--- config.mk ---
export PLATFORM = sky130hd
export DESIGN_NAME = expu_sum_accumulator
export DESIGN_NICKNAME = d
export VERILOG_FILES = /design/src/rtl/expu_sum_accumulator.sv
export SDC_FILE = /design/constraint.sdc
export NUM_CORES = 1
export LEC_CHECK = 0
export BUFFER_PORTS_ARGS = -buffer_cell sky130_fd_sc_hd__clkbuf_2
export CAP_MARGIN = 20
export CORE_ASPECT_RATIO = 0.9
export CORE_MARGIN = 4
export CORE_UTILIZATION = 60
export CTS_CLUSTER_DIAMETER = 120
export CTS_CLUSTER_SIZE = 10
export DETAILED_ROUTE_END_ITERATION = 12
export PLACE_DENSITY = 0.86
export SYNTH_ARGS = -nofsm -noshare
export SYNTH_HDL_FRONTEND = slang
export SYNTH_SLANG_ARGS = --single-unit
export TNS_END_PERCENT = 100
--- constraint.sdc ---
create_clock -name clk_i -period 2.9 [get_ports clk_i]
set_input_delay 0.58 -clock clk_i [delete_from_list [all_inputs] [get_ports clk_i]]
set_output_delay 0.58 -clock clk_i [all_outputs]
set_load 0.1 [all_outputs]
--- src/rtl/expu_sum_accumulator.sv ---
// expu_sum_accumulator
// Softmax denominator accumulator. It sits behind the exponential unit and
// turns each strobed exp result into unsigned fixed point. It adds up the lanes
// of a beat and keeps adding across beats until a beat flagged last arrives.
// The finished sum is then offered on a valid/ready output and held there until
// downstream takes it.
//
// The input format defaults to FP16ALT (bfloat16: 1 sign, 8 exponent and
// 7 mantissa bits, bias 127). WIDTH and BIAS are derived from EXP_BITS and
// MANT_BITS.
//
// Ports
//   clk_i       clock
//   rst_ni      asynchronous active-low reset
//   clear_i     synchronous clear; highest priority, ignores enable_i
//   enable_i    global enable; when low all state is frozen
//   valid_i     input beat valid
//   ready_o     input beat accepted on valid_i & ready_o
//   strb_i      per-lane strobes; an unstrobed lane contributes 0
//   last_i      final beat of the vector
//   op_i        exp results, packed [N_ROWS-1:0][WIDTH-1:0]
//   sum_o       accumulated sum, ACC_FRACTION fraction bits
//   valid_o     sum_o valid
//   ready_i     downstream accepts the sum
//   overflow_o  saturation happened in this vector (qualified by valid_o)
//   invalid_o   a negative, Inf or NaN lane was seen (qualified by valid_o)
//   busy_o      a vector is in progress or a result is pending
module expu_sum_accumulator #(
    parameter int EXP_BITS     = 8,
    parameter int MANT_BITS    = 7,
    parameter int N_ROWS       = 1,
    parameter int ACC_INT_BITS = 16,
    parameter int ACC_FRACTION = 16,
    localparam int WIDTH       = 1 + EXP_BITS + MANT_BITS,
    localparam int ACC_WIDTH   = ACC_INT_BITS + ACC_FRACTION
) (
    input  logic                           clk_i,
    input  logic                           rst_ni,
    input  logic                           clear_i,
    input  logic                           enable_i,
    input  logic                           valid_i,
    output logic                           ready_o,
    input  logic [N_ROWS-1:0]              strb_i,
    input  logic                           last_i,
    input  logic [N_ROWS-1:0][WIDTH-1:0]   op_i,
    output logic [ACC_WIDTH-1:0]           sum_o,
    output logic                           valid_o,
    input  logic                           ready_i,
    output logic                           overflow_o,
    output logic                           invalid_o,
    output logic                           busy_o
);

    localparam int BIAS   = (2 ** (EXP_BITS - 1)) - 1;
    localparam int SUM_W  = ACC_WIDTH + $clog2(N_ROWS);
    localparam int SHW    = EXP_BITS + 8;
    // A biased exponent e maps to shift amount e - OFFSET.
    localparam int OFFSET = BIAS + MANT_BITS - ACC_FRACTION;
    // Largest left shift that keeps the (MANT_BITS+1)-bit significand inside
    // the accumulator.
    localparam logic signed [SHW-1:0] MAX_SH = SHW'(ACC_WIDTH - MANT_BITS - 1);
    // At or below this right shift every significand bit falls off.
    localparam logic signed [SHW-1:0] MIN_SH = -SHW'(MANT_BITS + 1);

    typedef enum logic {ACCUM, HOLD} state_e;

    // Converts one lane to fixed point. The result is {invalid, overflow, value}.
    function automatic logic [ACC_WIDTH+1:0] lane_to_fixed(input logic             strb,
                                                           input logic [WIDTH-1:0] x);
        logic                  sign;
        logic [EXP_BITS-1:0]   e;
        logic [MANT_BITS-1:0]  m;
        logic [ACC_WIDTH-1:0]  sig;
        logic [ACC_WIDTH-1:0]  val;
        logic signed [SHW-1:0] sh;
        logic [SHW-1:0]        amt;
        logic                  inv;
        logic                  ovf;
        sign = x[WIDTH-1];
        e    = x[WIDTH-2 -: EXP_BITS];
        m    = x[MANT_BITS-1:0];
        sig  = {{(ACC_WIDTH-MANT_BITS-1){1'b0}}, 1'b1, m};
        sh   = $signed({{(SHW-EXP_BITS){1'b0}}, e}) - SHW'(OFFSET);
        amt  = '0;
        val  = '0;
        inv  = 1'b0;
        ovf  = 1'b0;
        if (!strb || e == '0) begin
            val = '0;
        end else if (sign || e == '1) begin
            inv = 1'b1;
        end else if (sh > MAX_SH) begin
            ovf = 1'b1;
            val = '1;
        end else if (sh >= 0) begin
            amt = sh;
            val = sig << amt;
        end else if (sh <= MIN_SH) begin
            val = '0;
        end else begin
            amt = -sh;
            val = sig >> amt;
        end
        return {inv, ovf, val};
    endfunction

    // acc + beat, clamped to the accumulator range. The result is {saturated, value}.
    function automatic logic [ACC_WIDTH:0] sat_add(input logic [ACC_WIDTH-1:0] a,
                                                   input logic [SUM_W-1:0]     b);
        logic [SUM_W:0] full;
        full = {{(SUM_W+1-ACC_WIDTH){1'b0}}, a} + {1'b0, b};
        if (full > (SUM_W+1)'({ACC_WIDTH{1'b1}})) begin
            return {1'b1, {ACC_WIDTH{1'b1}}};
        end
        return {1'b0, full[ACC_WIDTH-1:0]};
    endfunction

    state_e                 state_q, state_d;
    logic [ACC_WIDTH-1:0]   acc_q, acc_d;
    logic                   ovf_q, ovf_d;
    logic                   inv_q, inv_d;
    logic                   started_q, started_d;
    logic [ACC_WIDTH-1:0]   sum_q, sum_d;
    logic                   ovf_out_q, ovf_out_d;
    logic                   inv_out_q, inv_out_d;

    logic [SUM_W-1:0]       beat_sum;
    logic                   beat_ovf;
    logic                   beat_inv;
    logic [ACC_WIDTH:0]     acc_sat;
    logic [ACC_WIDTH-1:0]   acc_next;
    logic                   ovf_next;
    logic                   inv_next;
    logic                   accept;

    // Lane conversion and beat reduction.
    always_comb begin
        logic [ACC_WIDTH+1:0] conv;
        beat_sum = '0;
        beat_ovf = 1'b0;
        beat_inv = 1'b0;
        for (int i = 0; i < N_ROWS; i++) begin
            conv     = lane_to_fixed(strb_i[i], op_i[i]);
            beat_sum = beat_sum + SUM_W'(conv[ACC_WIDTH-1:0]);
            beat_ovf = beat_ovf | conv[ACC_WIDTH];
            beat_inv = beat_inv | conv[ACC_WIDTH+1];
        end
    end

    assign acc_sat  = sat_add(acc_q, beat_sum);
    assign acc_next = acc_sat[ACC_WIDTH-1:0];
    assign ovf_next = ovf_q | beat_ovf | acc_sat[ACC_WIDTH];
    assign inv_next = inv_q | beat_inv;

    assign ready_o  = (state_q == ACCUM) && enable_i;
    assign accept   = valid_i && ready_o;

    // Next-state logic.
    always_comb begin
        state_d   = state_q;
        acc_d     = acc_q;
        ovf_d     = ovf_q;
        inv_d     = inv_q;
        started_d = started_q;
        sum_d     = sum_q;
        ovf_out_d = ovf_out_q;
        inv_out_d = inv_out_q;
        if (clear_i) begin
            state_d   = ACCUM;
            acc_d     = '0;
            ovf_d     = 1'b0;
            inv_d     = 1'b0;
            started_d = 1'b0;
            ovf_out_d = 1'b0;
            inv_out_d = 1'b0;
        end else if (enable_i) begin
            unique case (state_q)
                ACCUM: begin
                    if (accept) begin
                        if (last_i) begin
                            // Publish the result and leave the accumulator
                            // clean for the next vector.
                            state_d   = HOLD;
                            sum_d     = acc_next;
                            ovf_out_d = ovf_next;
                            inv_out_d = inv_next;
                            acc_d     = '0;
                            ovf_d     = 1'b0;
                            inv_d     = 1'b0;
                            started_d = 1'b0;
                        end else begin
                            acc_d     = acc_next;
                            ovf_d     = ovf_next;
                            inv_d     = inv_next;
                            started_d = 1'b1;
                        end
                    end
                end
                HOLD: begin
                    if (ready_i) begin
                        state_d = ACCUM;
                    end
                end
                default: state_d = ACCUM;
            endcase
        end
    end

    // State register.
    always_ff @(posedge clk_i or negedge rst_ni) begin
        if (!rst_ni) begin
            state_q   <= ACCUM;
            acc_q     <= '0;
            ovf_q     <= 1'b0;
            inv_q     <= 1'b0;
            started_q <= 1'b0;
            sum_q     <= '0;
            ovf_out_q <= 1'b0;
            inv_out_q <= 1'b0;
        end else begin
            state_q   <= state_d;
            acc_q     <= acc_d;
            ovf_q     <= ovf_d;
            inv_q     <= inv_d;
            started_q <= started_d;
            sum_q     <= sum_d;
            ovf_out_q <= ovf_out_d;
            inv_out_q <= inv_out_d;
        end
    end

    assign valid_o    = (state_q == HOLD);
    assign sum_o      = sum_q;
    assign overflow_o = ovf_out_q;
    assign invalid_o  = inv_out_q;
    assign busy_o     = started_q || (state_q == HOLD);

endmodule
==> flow_summary.yaml, run 1 <==
synthesis:
  synth_edf_count: 0
  syn_inst: 732
  ys_warn_count: 0
  yosysUniqueCellTypes: 66
  async_reset_ff_frac: 1.00
  ys_ff_latch: 70
  avgSynthCellArea_um2: 7.87
  netlist_area_mm2: 0.00576
  synth_flop_cell: "dfrtp_1"
  ys_seq_area_frac: 0.304
  syn-num-nets: 793
cts:
  clk_path_buf_depth: 2
  cts.sink_count: 70
  cts_hold_buf: 0
  root_buffer: "clkbuf_8"
  cts_max_level: 3
  cts_buffers: 9
floorplanning:
  num_rows: 33
  die_w_um: 111
  io_pins: 61
  initial_core_util: 0.623
  fp.dieH_um: 101
sta:
  grt-worst-endpoint: "acc_q[28]$_DFFE_PN0P_/D"
  worst_endpoint_kind: "sequential cell input"
status:
  outcome: "stopped before the end"
  haltStage: "5_1_grt"
  first-error: "[ERROR DPL-0038] Utilization greater than 100%, impossible to legalize"
placement:
  dp.cells: 1051
  gp_congestion: 1.01
  port_buffers: 60
  place_hpwl_mm: 15.2
  pre_cts_ws_ns: -1.97
global_routing:
  grt_max_degree: 57
kinds of logic after synthesis:
family,count (synthesis),synth area share
buffers and inverters,56,0.0436
and+or+nand+nor,267,0.210
DFF,70,0.304
adders and majority gates,37,0.0816
AOI/OAI and AO/OA,251,0.275
muxes,13,0.0282
xor gates and xnor gates,38,0.0578
stage by stage:
step / setup TNS [ns] / cell area [um^2] / utilization
after CTS: -77.33 / 8970 / 0.970
after detailed placement: -122.77 / 7620 / 0.823
after global placement: -108.33 / 7620 / 0.823
after floorplan: -75.91 / 6000 / -
synth_stat cells (3+ instances only):
cell | count | area (um^2)
inv_1 | 13 | 48.8
ha_1 | 36 | 450
a22oi_1 | 9 | 67.6
o211ai_1 | 3 | 22.5
nand2_1 | 78 | 293
xnor2_1 | 26 | 228
mux2_2 | 6 | 67.6
mux2i_1 | 5 | 50.1
nor2b_1 | 9 | 56.3
dfrtp_1 | 70 | 1750
nand3_1 | 17 | 85.1
nand4_1 | 7 | 43.8
and3_1 | 3 | 18.8
buf_2 | 11 | 55.1
a211oi_1 | 6 | 45.0
o21bai_1 | 5 | 37.5
nor4_1 | 3 | 18.8
o21ai_0 | 59 | 295
or2_2 | 5 | 31.3
a21o_1 | 11 | 82.6
a21oi_1 | 84 | 420
nand2b_1 | 9 | 56.3
a31oi_1 | 8 | 50.1
xor2_1 | 12 | 105
a21oi_2 | 12 | 105
a32oi_1 | 6 | 52.6
o21a_1 | 3 | 22.5
o21ai_1 | 17 | 85.1
nor2_1 | 108 | 405
nor3_1 | 11 | 55.1
o31ai_1 | 5 | 37.5
a221o_1 | 6 | 60.1
and2_1 | 4 | 25.0
clkbuf_1 | 24 | 90.1
timing repair:
item,in CTS
setup buffers,48
gates resized for setup,154
endpoints found under the setup margin,66
cloned,5
pin swaps,64
==> run 2, diff against run 1 <==
--- a/config.mk
+++ b/config.mk
@@ -7,13 +7,10 @@
 export LEC_CHECK = 0
 export BUFFER_PORTS_ARGS = -buffer_cell sky130_fd_sc_hd__clkbuf_2
 export CAP_MARGIN = 20
-export CORE_ASPECT_RATIO = 0.9
 export CORE_MARGIN = 4
-export CORE_UTILIZATION = 60
-export CTS_CLUSTER_DIAMETER = 120
-export CTS_CLUSTER_SIZE = 10
+export CORE_UTILIZATION = 40
 export DETAILED_ROUTE_END_ITERATION = 12
-export PLACE_DENSITY = 0.86
+export PLACE_DENSITY_LB_ADDON = 0.15
 export SYNTH_ARGS = -nofsm -noshare
 export SYNTH_HDL_FRONTEND = slang
 export SYNTH_SLANG_ARGS = --single-unit
==> run 2 against run 1 <==
Effect of this change:
- the flow now finishes, with violations (setup timing)
- synthesized cell count unchanged
- synthesized area unchanged
==> flow_summary.yaml, run 2 <==
synthesis:
  yosysUniqueCellTypes: 66
  async_reset_ff_frac: 1.00
  syn-num-nets: 793
  synth_flop_cell: "dfrtp_1"
  synth_top_family_by_area: "compound AO/OA/AOI/OAI gates"
  ys_warn_count: 0
  syn_inst: 732
  netlist_top_cells_area: "dfrtp_1 30%, ha_1 7.8%, a21oi_1 7.3%, nor2_1 7.0%, o21ai_0 5.1%"
  avgSynthCellArea_um2: 7.87
  yosys-top-cells-count: "108 x nor2_1, 84 x a21oi_1, 78 x nand2_1, 70 x dfrtp_1, 59 x o21ai_0"
  synth.top_cell.area_share: 0.304
  ys_seq_area_frac: 0.304
  ys_ff_latch: 70
  synthMuxAreaShare: 0.0282
  synth-compound-area-share: 0.275
  netlist_area_mm2: 0.00576
  synth_area_leader_cell: "dfrtp_1"
  yosys.area_share.simple: 0.210
  synth_fa_ha_area_frac: 0.0816
  yosysMostFrequentCell: "nor2_1"
  synth_xor_area_frac: 0.0578
  synth_edf_count: 0
cts:
  cts_buffers: 9
  clock_latency_ns: 0.34
  cts_hold_buf: 0
  cts_max_level: 3
  cts.clk_slew.worst_paths_ns: 0.06
  clk_path_buf_depth: 2
  root_buffer: "clkbuf_16"
  cts_tree: "built"
  cts.sink_count: 70
placement:
  dpl-instance-area_mm2: 0.00770
  port_buffers: 60
  gp_congestion: 0.958
  place_hpwl_mm: 14.1
worst_setup_path:
  worstPathCellList: "clkbuf_16, buf_6, a21oi_4, xnor2_2, nand3_2, nor4_4, buf_4, and2b_2, buf_4, o211ai_1, a31oi_1, ha_1, o21ai_1, a21oi_2, o21ai_4, a211oi_4, nor4_4, buf_4, o31ai_4, buf_4, or4_4, and3_1"
  start_kind: "input port"
  endpoint_kind: "flop"
  critPathRequiredTime_ns: 3.13
  criticalPathCategory: "input port to flop"
  critical_path_buf_inv_count: 6
  path_delay_family: "simple AND/OR/NAND/NOR gates"
  cp_slowest_cell: "or4_4"
  arrival_ns: 4.39
  cp_slowest_stage_delay_ns: 0.40
  critPathMaxFanout: 5
  cp_common_cell: "buf_4"
  reg2reg_slack_ns: 0.15
global_routing:
  grt_antenna_before_repair: 0
  grt.total_usage: 0.239
  grt_max_degree: 71
  grt_pass1_wl_mm: 31.8
  grt_overflow: 0
  grt_pass1_vias: 6344
sta:
  min_period_over_period: 1.43
  setup_slack_ns: -1.26
  final_hold_viol_count: 0
  finClkSkew_ns: 0.00870
  timing.slew.headroom: 0.598
  setup_tns_ns: -77.20
  slew_viol_final: 0
  setup_violations: 66
  holdWs_ns: 0.235
  rsz0062_at_grt: "yes"
  min_period_ns: 4.16
  tightestPinTransition_ns: 0.603
  fmax_mhz: 240
status:
  violations: "setup timing"
  outcome: "finished, violations left"
final_layout:
  area_growth_pct: 56.9
  final_nets: 1049
  drive_gt1_frac: 0.478
  final_common_cell: "buf_4"
  final_area_mm2: 0.00904
  antennaDiodeCount: 0
  final_cell_mix: "209 x buf_4, 77 x nor2_1, 72 x nand2_1"
floorplanning:
  fp.dieH_um: 128
  num_rows: 43
  coreArea_mm2: 0.0140
  die_w_um: 128
  initial_core_util: 0.412
  dieArea_mm2: 0.0164
  io_pins: 61
routing:
  drtIter0Drc: 385
  vias_per_cell: 5.45
  totalWireLength_mm: 19.4
  drc: 0
  wire_per_inst_um: 16.5
  antenna_left: 0
  firstDrtPassIters: 5
  vias: 6390
power:
  leakage_nw: 4.11
  cellPowerDensity_mw_per_mm2: 461
  peakVddDrop_mv: 0.583
job:
  maxCapViolations: 0
worst_hold_path:
  hold_path.class: "input port to async pin"
==> run 2: final cells by class <==
class,count,area (um^2)
clock inverter,5,81.3
sequential,70,1750
clock buffer,11,243
fill,1182,4950
multi-input combinational,607,4480
tap,180,225
timing repair buffer,285,2190
inverter,15,70.1
==> run 2: power by group <==
group	internal (mW)	switching, mW
Sequential	1.09	0.0624
Clock	0.778	0.438
Combinational	0.486	1.31
Total	2.35	1.81
==> run 2: metal layers <==
layer  GRT usage  share of wire  vias to the layer above
li1            -              -                     3147
met1       0.335           0.47                     3071
met2       0.380           0.47                      142
met3      0.0417          0.044                       30
met4      0.0693          0.022                        0
met5           0              0                        -
==> run 2: stage by stage <==
stage | utilization | instances | total power [mW] | setup WS [ns]
2_1_floorplan | - | 732 | 2.41 | -1.22
5_1_grt | 0.646 | 1173 | 4.35 | -1.42
6_report | 0.646 | 1173 | 4.17 | -1.26
4_1_cts | 0.625 | 1162 | 4.16 | -1.21
3_5_place_dp | 0.550 | 1112 | 2.84 | -2.02
3_3_place_gp | 0.550 | 1112 | 2.82 | -1.94
==> run 2: logic make-up after synthesis <==
logic type,count (synthesis)
xor+xnor,38
compound gates,251
buf+inv,56
simple gates,267
flops,70
mux,13
fa+ha+maj,37
==> run 2: final timing paths <==
| kind | cells after the start | startpoint | end |
|---|---|---|---|
| min in group clk_i | 2 | started_q | started_q |
| worst min register to register | 2 | started_q | started_q |
| max in group asynchronous | 2 | rst_ni | sum_o[19] |
| worst max-delay path | 22 | op_i[8] | acc_q[29] |
| worst max register to register | 13 | acc_q[0] | acc_q[30] |
| worst min-delay path | 2 | rst_ni | sum_o[5] |
==> run 2: repair_timing <==
action                     in CTS  in global routing
pin swaps                      65                 49
setup endpoints to repair      66                 66
buffers inserted               33                 11
gates resized for setup       109                 54
gates cloned                    3                  0
==> run 2: worst reg2reg max path, stage by stage (launching register included) <==
cell      delay, ns
dfrtp_1        0.40
ha_4           0.16
inv_2          0.04
fa_2           0.35
nand2b_4       0.16
a21oi_4        0.15
o21ai_4        0.09
a211oi_4       0.26
nor4_4         0.07
buf_4          0.16
buf_4          0.14
o31ai_4        0.22
xor2_2         0.13
a221o_1        0.30
Power figures use the tool's default switching activity.
==> run 3, diff against run 2 <==
--- a/config.mk
+++ b/config.mk
@@ -7,6 +7,7 @@
 export LEC_CHECK = 0
 export BUFFER_PORTS_ARGS = -buffer_cell sky130_fd_sc_hd__clkbuf_2
 export CAP_MARGIN = 20
+export CORE_ASPECT_RATIO = 0.7
 export CORE_MARGIN = 4
 export CORE_UTILIZATION = 40
 export DETAILED_ROUTE_END_ITERATION = 12
==> constraint.sdc (replaced) <==
create_clock -name clk_i -period 3.4 [get_ports clk_i]
set_input_delay 0.68 -clock clk_i [delete_from_list [all_inputs] [get_ports clk_i]]
set_output_delay 0.68 -clock clk_i [all_outputs]
set_load 0.1 [all_outputs]
==> run 3 against run 2 <==
Effect of this change:
- sequential cell count did not move
- setup slack improved by 0.26 ns
- largest power group unchanged
- non-clock buffer count rose by 11
- cell area up 1.5%
- final cell count rose by 1.7%
- the flow still finishes with violations (setup timing)
==> flow_summary.yaml, run 3 (same netlist as run 2, synthesis figures left out) <==
global_routing:
  grt_overflow: 0
  grt.total_usage: 0.255
  grt_antenna_before_repair: 0
  grt_pass1_vias: 6148
  grt_max_degree: 71
  grt_pass1_wl_mm: 32.5
routing:
  drc: 0
  antenna_left: 0
  totalWireLength_mm: 21.1
  vias_per_cell: 5.38
  vias: 6424
  wire_per_inst_um: 17.7
  drtIter0Drc: 586
  firstDrtPassIters: 5
sta:
  holdWs_ns: 0.444
  final_hold_viol_count: 0
  setup_slack_ns: -0.998
  timing.slew.headroom: 0.286
  min_period_ns: 4.40
  rsz0062_at_grt: "yes"
  fmax_mhz: 227
  setup_violations: 66
  min_period_over_period: 1.29
  slew_viol_final: 0
  tightestPinTransition_ns: 1.06
  finClkSkew_ns: 0.00980
worst_setup_path:
  reg2reg_to: "acc_q[29]"
  criticalPathCategory: "input port to flop"
  endpoint_kind: "flop"
  regToRegStartpoint: "acc_q[0]"
  critPathRequiredTime_ns: 3.64
  reg2reg_slack_ns: 0.59
  start_kind: "input port"
  critPathMaxFanout: 5
  arrival_ns: 4.64
  worstPathCellList: "clkbuf_16, buf_8, inv_4, ha_4, buf_6, mux4_2, mux2_4, a22oi_2, a21oi_2, ha_2, inv_2, fa_2, nand2b_4, a21oi_4, o21ai_4, a211oi_4, nor4_4, o31ai_4, buf_6, buf_4, or4_1, and3_1"
  rr_worst_depth: 13
  cp_common_cell: "buf_6"
  cp_slowest_stage_delay_ns: 0.49
  cp_slowest_cell: "mux4_2"
power:
  peakVddDrop_mv: 0.383
  leakage_nw: 4.18
  cellPowerDensity_mw_per_mm2: 382
final_layout:
  antennaDiodeCount: 0
  final_nets: 1059
  regArea_mm2: 0.00175
  final_common_cell: "buf_4"
  utilization: 0.655
  area_growth_pct: 59.2
  drive_gt1_frac: 0.493
  layout.cells.non_filler: 1193
  multi_input_area_mm2: 0.00461
  num-fill-cells: 1209
  final_cell_mix: "215 x buf_4, 75 x nor2_1, 72 x nand2_1"
job:
  maxCapViolations: 0
cts:
  root_buffer: "clkbuf_16"
  cts_buffers: 9
  cts_max_level: 3
  clk_path_buf_depth: 2
  clock_latency_ns: 0.35
  cts_tree: "built"
  cts.clk_slew.worst_paths_ns: 0.06
  cts.sink_count: 70
floorplanning:
  die_w_um: 151
  io_pins: 61
  coreArea_mm2: 0.0140
  num_rows: 36
  initial_core_util: 0.411
  fp.dieH_um: 108
  dieArea_mm2: 0.0164
worst_hold_path:
  hold_path.class: "input port to async pin"
status:
  outcome: "finished, violations left"
  violations: "setup timing"
placement:
  dp.cells: 1141
  port_buffers: 60
  gp_congestion: 0.927
  place_hpwl_mm: 16.0
-- run 3: changes by cell type in the layout (fill, tap and decap cells not counted), moves of 6 or more --
cell    previous run  this run
buf_12             8         2
buf_4            209       215
nor2_2            24        17
buf_6              6        19
nor2_4             8        17
-- run 3: stage by stage --
stage / power [mW] / TNS, ns / cell area [um^2] / setup slack (ns)
after floorplan: 2.05 / -49.51 / 6000 / -0.824
after global routing: 3.65 / -63.08 / 9180 / -1.14
after CTS: 3.45 / -61.34 / 8520 / -0.984
after detailed placement: 2.44 / -95.87 / 7820 / -1.57
after global placement: 2.43 / -93.44 / 7820 / -1.48
final: 3.51 / -53.16 / 9180 / -0.998
-- run 3: power by group --
part           switching (mW)  internal (mW)
clock network           0.383          0.569
registers              0.0535          0.928
logic                    1.15          0.421
-- run 3: worst max-delay path, delay by kind of cell --
kind,cells,cell delay [ns]
compound gates,6,0.71
simple gates,4,1.09
fa+ha+maj,3,0.66
buf+inv,7,0.71
mux,2,0.78
-- run 3: layout make-up --
type | instances | share of cell area
Tap cell | 190 | 0.0259
Multi-Input combinational cell | 606 | 0.503
Inverter | 15 | 0.00777
Sequential cell | 70 | 0.191
Clock buffer | 11 | 0.0254
Timing Repair Buffer | 296 | 0.241
Clock inverter | 5 | 0.00641
-- run 3: how the worst max path moves through the flow --
stage / start / end / slack [ns] / cells after the start
after floorplan: op_i[7] / acc_q[29] / -0.82 / 19
after global placement: op_i[8] / acc_q[18] / -1.48 / 20
after detailed placement: op_i[8] / acc_q[13] / -1.57 / 22
after CTS: op_i[8] / sum_o[27] / -0.98 / 22
after global routing: op_i[8] / acc_q[29] / -1.14 / 21
final: op_i[8] / acc_q[29] / -1.0 / 22
-- run 3: layer usage --
layer  GRT usage  routed length, um
met1       0.400              10700
met4      0.0647                259
met5           0                  0
met3      0.0465               1190
met2       0.357               8980
-- run 3: repair_timing --
item / 4_1_cts / 5_1_grt
setup endpoints to repair: 66 / 66
gates cloned: 1 / 0
setup buffers: 13 / 26
pin swaps: 40 / 75
resized for setup: 79 / 129
hold buffers: 0 / 0
